File: src/rtl/alu_serial_ctrl_if.sv
// Command/response handshake bundle between the core sequencer and the serial ALU controller.
interface alu_serial_ctrl_if #(
  parameter int unsigned WIDTH = 8
);
  localparam int unsigned IDXW = $clog2(WIDTH);

  logic             cmd_valid;
  logic             cmd_ready;
  logic [2:0]       cmd_op;
  logic [IDXW-1:0]  cmd_shamt;
  logic             rsp_valid;
  logic             rsp_ready;
  logic [WIDTH-1:0] rsp_result;

  modport master (
    output cmd_valid, cmd_op, cmd_shamt, rsp_ready,
    input  cmd_ready, rsp_valid, rsp_result
  );

  modport slave (
    input  cmd_valid, cmd_op, cmd_shamt, rsp_ready,
    output cmd_ready, rsp_valid, rsp_result
  );
endinterface

File: src/rtl/alu_serial_ctrl.sv
// Sequencer for the 1-bit serial ALU: streams WIDTH operand bits LSB-first for one
// command, applies shifts by index offset, and assembles the serial result.
module alu_serial_ctrl #(
  parameter  int unsigned WIDTH = 8,
  localparam int unsigned IDXW  = $clog2(WIDTH)
) (
  input  logic            clk,
  input  logic            rst,
  alu_serial_ctrl_if.slave bus,
  output logic [IDXW-1:0] rs1_idx,
  output logic [IDXW-1:0] rs2_idx,
  input  logic            rs1_bit,
  input  logic            rs2_bit,
  output logic            alu_rs1,
  output logic            alu_rs2,
  output logic [2:0]      alu_op,
  output logic            alu_en,
  output logic            alu_start,
  input  logic            alu_result,
  output logic            busy
);

  localparam logic [2:0] OP_SLLI = 3'b101;
  localparam logic [2:0] OP_SRLI = 3'b110;

  typedef enum logic [2:0] {
    S_IDLE,
    S_PRIME,
    S_RUN,
    S_DRAIN,
    S_DONE
  } state_t;

  state_t           state;
  state_t           state_nxt;
  logic [IDXW-1:0]  cnt;
  logic [IDXW-1:0]  shamt;
  logic [WIDTH-1:0] result;
  logic             cap_en;
  logic             accept;
  logic             rs1_ok;
  logic [IDXW-1:0]  rs1_pos;
  logic [IDXW:0]    srli_pos;

  assign accept         = (state == S_IDLE) && bus.cmd_valid;
  assign bus.rsp_result = result;

  // State register
  always_ff @(posedge clk or posedge rst) begin
    if (rst) state <= S_IDLE;
    else     state <= state_nxt;
  end

  // Next-state logic
  always_comb begin
    state_nxt = state;
    unique case (state)
      S_IDLE:  if (bus.cmd_valid) state_nxt = S_PRIME;
      S_PRIME: state_nxt = S_RUN;
      S_RUN:   if (cnt == IDXW'(WIDTH - 1)) state_nxt = S_DRAIN;
      S_DRAIN: state_nxt = S_DONE;
      S_DONE:  if (bus.rsp_ready) state_nxt = S_IDLE;
      default: state_nxt = S_IDLE;
    endcase
  end

  // Control outputs are registered from the next state so they track the state cycle-exactly
  always_ff @(posedge clk or posedge rst) begin
    if (rst) begin
      bus.cmd_ready <= 1'b1;
      bus.rsp_valid <= 1'b0;
      busy          <= 1'b0;
      alu_en        <= 1'b0;
      alu_start     <= 1'b0;
      cap_en        <= 1'b0;
    end else begin
      bus.cmd_ready <= (state_nxt == S_IDLE);
      bus.rsp_valid <= (state_nxt == S_DONE);
      busy          <= (state_nxt != S_IDLE);
      alu_en        <= (state_nxt == S_RUN);
      alu_start     <= (state_nxt == S_PRIME);
      cap_en        <= alu_en;
    end
  end

  // Command latch, bit counter and LSB-first result assembly
  always_ff @(posedge clk or posedge rst) begin
    if (rst) begin
      alu_op <= '0;
      shamt  <= '0;
      cnt    <= '0;
      result <= '0;
    end else begin
      if (accept) begin
        alu_op <= bus.cmd_op;
        shamt  <= bus.cmd_shamt;
      end
      if (state == S_PRIME)    cnt <= '0;
      else if (state == S_RUN) cnt <= cnt + IDXW'(1);
      if (cap_en) result <= {alu_result, result[WIDTH-1:1]};
    end
  end

  // Shifts are applied by offsetting the rs1 read index and zero-filling out-of-range bits
  always_comb begin
    srli_pos = {1'b0, cnt} + {1'b0, shamt};
    rs1_pos  = cnt;
    rs1_ok   = 1'b1;
    rs1_idx  = '0;
    rs2_idx  = '0;
    alu_rs1  = 1'b0;
    alu_rs2  = 1'b0;
    if (alu_op == OP_SLLI) begin
      rs1_pos = cnt - shamt;
      rs1_ok  = (cnt >= shamt);
    end else if (alu_op == OP_SRLI) begin
      rs1_pos = srli_pos[IDXW-1:0];
      rs1_ok  = ~srli_pos[IDXW];
    end
    if (state == S_RUN) begin
      rs1_idx = rs1_pos;
      rs2_idx = cnt;
      alu_rs1 = rs1_ok & rs1_bit;
      alu_rs2 = rs2_bit;
    end
  end

endmodule

File: src/flat_wrapper.sv
// flat-port wrapper written by rule: the top's interface ports become plain ports
module alu_serial_ctrl_flat 
#(
  parameter  int unsigned WIDTH = 8,
  localparam int unsigned IDXW  = $clog2(WIDTH)
)
  (clk, rst, rs1_idx, rs2_idx, rs1_bit, rs2_bit, alu_rs1, alu_rs2, alu_op, alu_en, alu_start, alu_result, busy, bus_cmd_valid, bus_cmd_op, bus_cmd_shamt, bus_rsp_ready, bus_cmd_ready, bus_rsp_valid, bus_rsp_result);
  alu_serial_ctrl_if #(.WIDTH(WIDTH)) bus_i ();
  input  logic clk;
  input  logic rst;
  output logic [IDXW-1:0] rs1_idx;
  output logic [IDXW-1:0] rs2_idx;
  input  logic rs1_bit;
  input  logic rs2_bit;
  output logic alu_rs1;
  output logic alu_rs2;
  output logic [2:0] alu_op;
  output logic alu_en;
  output logic alu_start;
  input  logic alu_result;
  output logic busy;
  input wire logic [$bits(bus_i.cmd_valid)-1:0] bus_cmd_valid;
  input wire logic [$bits(bus_i.cmd_op)-1:0] bus_cmd_op;
  input wire logic [$bits(bus_i.cmd_shamt)-1:0] bus_cmd_shamt;
  input wire logic [$bits(bus_i.rsp_ready)-1:0] bus_rsp_ready;
  output wire logic [$bits(bus_i.cmd_ready)-1:0] bus_cmd_ready;
  output wire logic [$bits(bus_i.rsp_valid)-1:0] bus_rsp_valid;
  output wire logic [$bits(bus_i.rsp_result)-1:0] bus_rsp_result;
  assign bus_i.cmd_valid = bus_cmd_valid;
  assign bus_i.cmd_op = bus_cmd_op;
  assign bus_i.cmd_shamt = bus_cmd_shamt;
  assign bus_i.rsp_ready = bus_rsp_ready;
  assign bus_cmd_ready = bus_i.cmd_ready;
  assign bus_rsp_valid = bus_i.rsp_valid;
  assign bus_rsp_result = bus_i.rsp_result;
  alu_serial_ctrl #(.WIDTH(WIDTH)) u_core (.clk(clk), .rst(rst), .bus(bus_i), .rs1_idx(rs1_idx), .rs2_idx(rs2_idx), .rs1_bit(rs1_bit), .rs2_bit(rs2_bit), .alu_rs1(alu_rs1), .alu_rs2(alu_rs2), .alu_op(alu_op), .alu_en(alu_en), .alu_start(alu_start), .alu_result(alu_result), .busy(busy));
endmodule
File: config.mk
export PLATFORM = sky130hd
export DESIGN_NAME = alu_serial_ctrl_flat
export DESIGN_NICKNAME = d
export VERILOG_FILES = /design/src/rtl/alu_serial_ctrl_if.sv /design/src/rtl/alu_serial_ctrl.sv /design/src/flat_wrapper.sv
export SDC_FILE = /design/constraint.sdc
export NUM_CORES = 1
export LEC_CHECK = 0
export ABC_AREA = 0
export CORE_UTILIZATION = 50
export CTS_CLUSTER_SIZE = 30
export DETAILED_ROUTE_END_ITERATION = 12
export HOLD_SLACK_MARGIN = 0.06
export PLACE_DENSITY_LB_ADDON = 0.15
export RECOVER_POWER = 25
export SYNTH_ARGS = -nofsm -noshare
export SYNTH_HDL_FRONTEND = slang
export SYNTH_SLANG_ARGS = --single-unit
File: constraint.sdc
create_clock -name clk -period 4.4 [get_ports clk]
set_input_delay 0.66 -clock clk [delete_from_list [all_inputs] [get_ports clk]]
set_output_delay 0.66 -clock clk [all_outputs]
set_load 0.05 [all_outputs]
==> flow_metrics.tcl <==
set metrics [dict create \
    outcome "finished with violations" \
    violations "max-capacitance violations, max-slew violations" \
    clkLatencyLatePin_ns 0.32 \
    post-dp-hpwl_um 1890 \
    synth_largest_area_cell "dfrtp_1" \
    setup.worst_path.start "u_core.cnt[0]$_DFFE_PP0P_" \
    die_x_um 53.14 \
    slew_viol_final 11 \
    post_cts.repair.setup_buffers 0 \
    layout-drive-gt1-share_pct 11.49 \
    synthMuxAreaShare_pct 12.63 \
    cts_buffer_depth 2 \
    max_freq_mhz 280.1 \
    synthDistinctLibCells 31 \
    end_kind "output port" \
    fp.coreArea_um2 2477 \
    crit_path_cell_trace "ha_1 > inv_1 > fa_1 > nand2_1 > mux2i_1 > a222oi_1 > and2_1 > clkdlybuf4s50_1" \
    die-area_um2 2823 \
    ys_ff_latch 26 \
    fillers 198 \
    gp_congestion 0.7732 \
    hp-start "u_core.alu_en$_DFF_PP0_" \
    nNetsFinal 172 \
    h-tree-depth 1 \
    rows 18 \
    floorplan.initialDensity_pct 52.78 \
    synth_cells 110 \
    hold_viol 0 \
    cts_num_sinks 26 \
    root_buffer "clkbuf_4" \
    grt_pass1_wl_um 4071 \
    rsz0062_at_grt "no" \
    hold_path.class "flop to flop" \
    register_area_um2 651.9 \
    firstDrtPassIters 4 \
    drt_first_iter_violations 24 \
    cts_resized 0 \
    tns_ns 0 \
    diodes 0 \
    grt_pass1_vias 919 \
    fin_worst_skew_ns 0.006579 \
    cp.required_ns 3.74 \
    tightest_slew_ns 1.783 \
    synth_area_per_cell_um2 11.89 \
    drc 0 \
    reg2reg_from "u_core.state[2]$_DFF_PP0_" \
    synth_compound_area_share_pct 10.43 \
    synthAdderAreaFrac_pct 10.72 \
    multi_input_area_um2 591.8 \
    async_flop_share_pct 100.0 \
    design_area_um2 1732 \
    synth_ff_type "dfrtp_1" \
    period_needed_ns 3.570 \
    critical_path_class "flop to output port" \
    critPathMaxStageDelay_ns 0.80 \
    grt_max_degree 27 \
    die_height_um 53.14 \
    fin_util_pct 69.90 \
    synthSimpleGateAreaFrac_pct 10.62 \
    cap_violations 1 \
    place_area_um2 1694 \
    synth_edf_count 0 \
    port_buffers 36 \
    overflow 0 \
    seq_area_frac_synth_pct 49.86 \
    detail_route.wl_per_cell_um 14.01 \
    synth_fp_nets 133 \
    via_count 941 \
    path_clk_slew_ns 0.13 \
    slew_headroom_pct -20.57 \
    cp_max_fo 6 \
    synth_xor_area_share_pct 2.010 \
    cp_data_arrival_time_ns 2.91 \
    grt_usage_pct 20.60 \
    syn_area_um2 1308 \
    period_share_pct 81.15 \
    syn2layout_area_growth_pct 32.44 \
    synth_top_family_by_area "multiplexers" \
    antenna_found_initial 0 \
    slowest_stage "clkdlybuf4s50_1" \
    cts_tree "yes" \
    ant_nets 0 \
    startpoint_type "flop" \
    cts_buffers 3 \
    viasPerCell 5.287 \
    synth_area_leaders "dfrtp_1 48%, mux2_2 10%, ha_1 7.7%" \
    setup_viol 0 \
    totalWireLength_um 2493 \
    pin_count 37 \
    yosysWarnings 0 \
    cts.hold.buffers_added 0 \
    synth_top_area_share_pct 47.85 \
]
-- final cells by class --
| class | instances | share of cell area [%] |
|---|---|---|
| clock buffers | 3 | 1.301 |
| clock inverters | 1 | 1.734 |
| inverters | 10 | 2.168 |
| multi-input cells | 72 | 34.18 |
| flip-flops and latches | 26 | 37.64 |
| well taps | 30 | 2.168 |
| repair buffers | 36 | 20.81 |
-- state kept, by name, indices dropped and copies added (netlist names) --
name,cells
u_core.bus.rsp_result,8
u_core.alu_op,3
u_core.cnt,3
u_core.shamt,3
u_core.state,3
u_core.alu_en,1
u_core.alu_start,1
u_core.bus.cmd_ready,1
u_core.bus.rsp_valid,1
u_core.busy,1
u_core.cap_en,1
-- cells by family (layout without fill, tap and decap cells) --
group,Yosys count,after routing
DFF,26,26
adders and majority gates,10,10
xor gates and xnor gates,3,3
muxes,15,15
buffers and inverters,12,50
and+or+nand+nor,24,24
AOI/OAI and AO/OA,20,20
-- through the flow --
stage / hold slack [ns] / worst slack, ns / std cells
6_report: 0.3962 / 0.8296 / 178
3_3_place_gp: 0.3716 / 1.218 / 174
5_1_grt: 0.4116 / 0.7168 / 178
4_1_cts: 0.4007 / 0.8166 / 178
2_1_floorplan: 0.5169 / 1.232 / 110
3_5_place_dp: 0.3707 / 1.190 / 174
-- Yosys cell counts, drive strengths merged (2+ instances only) --
cell     n
ha       8
nor2     5
o21ai    5
mux2i    3
xor2     2
and2     3
mux2    12
a21oi    3
fa       2
dfrtp   25
nand2b   3
a21o     4
inv     10
nand2    8
-- worst max-delay path, delay by kind of cell (launching register included) --
kind	cells	cell delay [ns]
buffers and inverters	2	0.87
adders and majority gates	2	0.63
DFF	1	0.46
AOI/OAI and AO/OA	1	0.33
and+or+nand+nor	2	0.26
muxes	1	0.06
-- worst paths after layout --
path | endpoint | slack [ns] | depth (start not counted)
setup reg to reg | u_core.shamt[0]$_DFFE_PP0P_ | 1.92 | 2
setup / recovery | rs1_idx[1] | 0.83 | 8
hold reg to reg | u_core.cap_en$_DFF_PP0_ | 0.40 | 0
min in group asynchronous | u_core.bus.rsp_valid$_DFF_PP0_ | 0.98 | 2
max in group asynchronous | u_core.state[1]$_DFF_PP0_ | 2.84 | 2
hold / removal | u_core.cap_en$_DFF_PP0_ | 0.40 | 0
-- per-layer routing --
metal | track usage (%) | part of all wire, % | vias to the layer above
met3 | 3.448 | 3.8 | 2
met1 | 26.53 | 46 | 453
met4 | 7.895 | 0.52 | 0
li1 | - | - | 457
met5 | 0 | 0 | -
met2 | 34.39 | 49 | 29
-- cells in the final DEF (no fill, tap or decap), drive strengths merged, types with 2 or more instances in the layout --
master | Yosys | routed
dlygate4sd3 | 0 | 3
mux2 | 12 | 12
clkbuf | 1 | 3
and2 | 3 | 3
ha | 8 | 8
a21o | 4 | 4
fa | 2 | 2
o21ai | 5 | 5
nor2 | 5 | 5
mux2i | 3 | 3
xor2 | 2 | 2
inv | 10 | 10
dfrtp | 25 | 25
nand2b | 3 | 3
clkdlybuf4s50 | 0 | 33
a21oi | 3 | 3
nand2 | 8 | 8
Power is not shown: default switching activity piles up to over one toggle a cycle in this logic, so the estimate is an artifact.
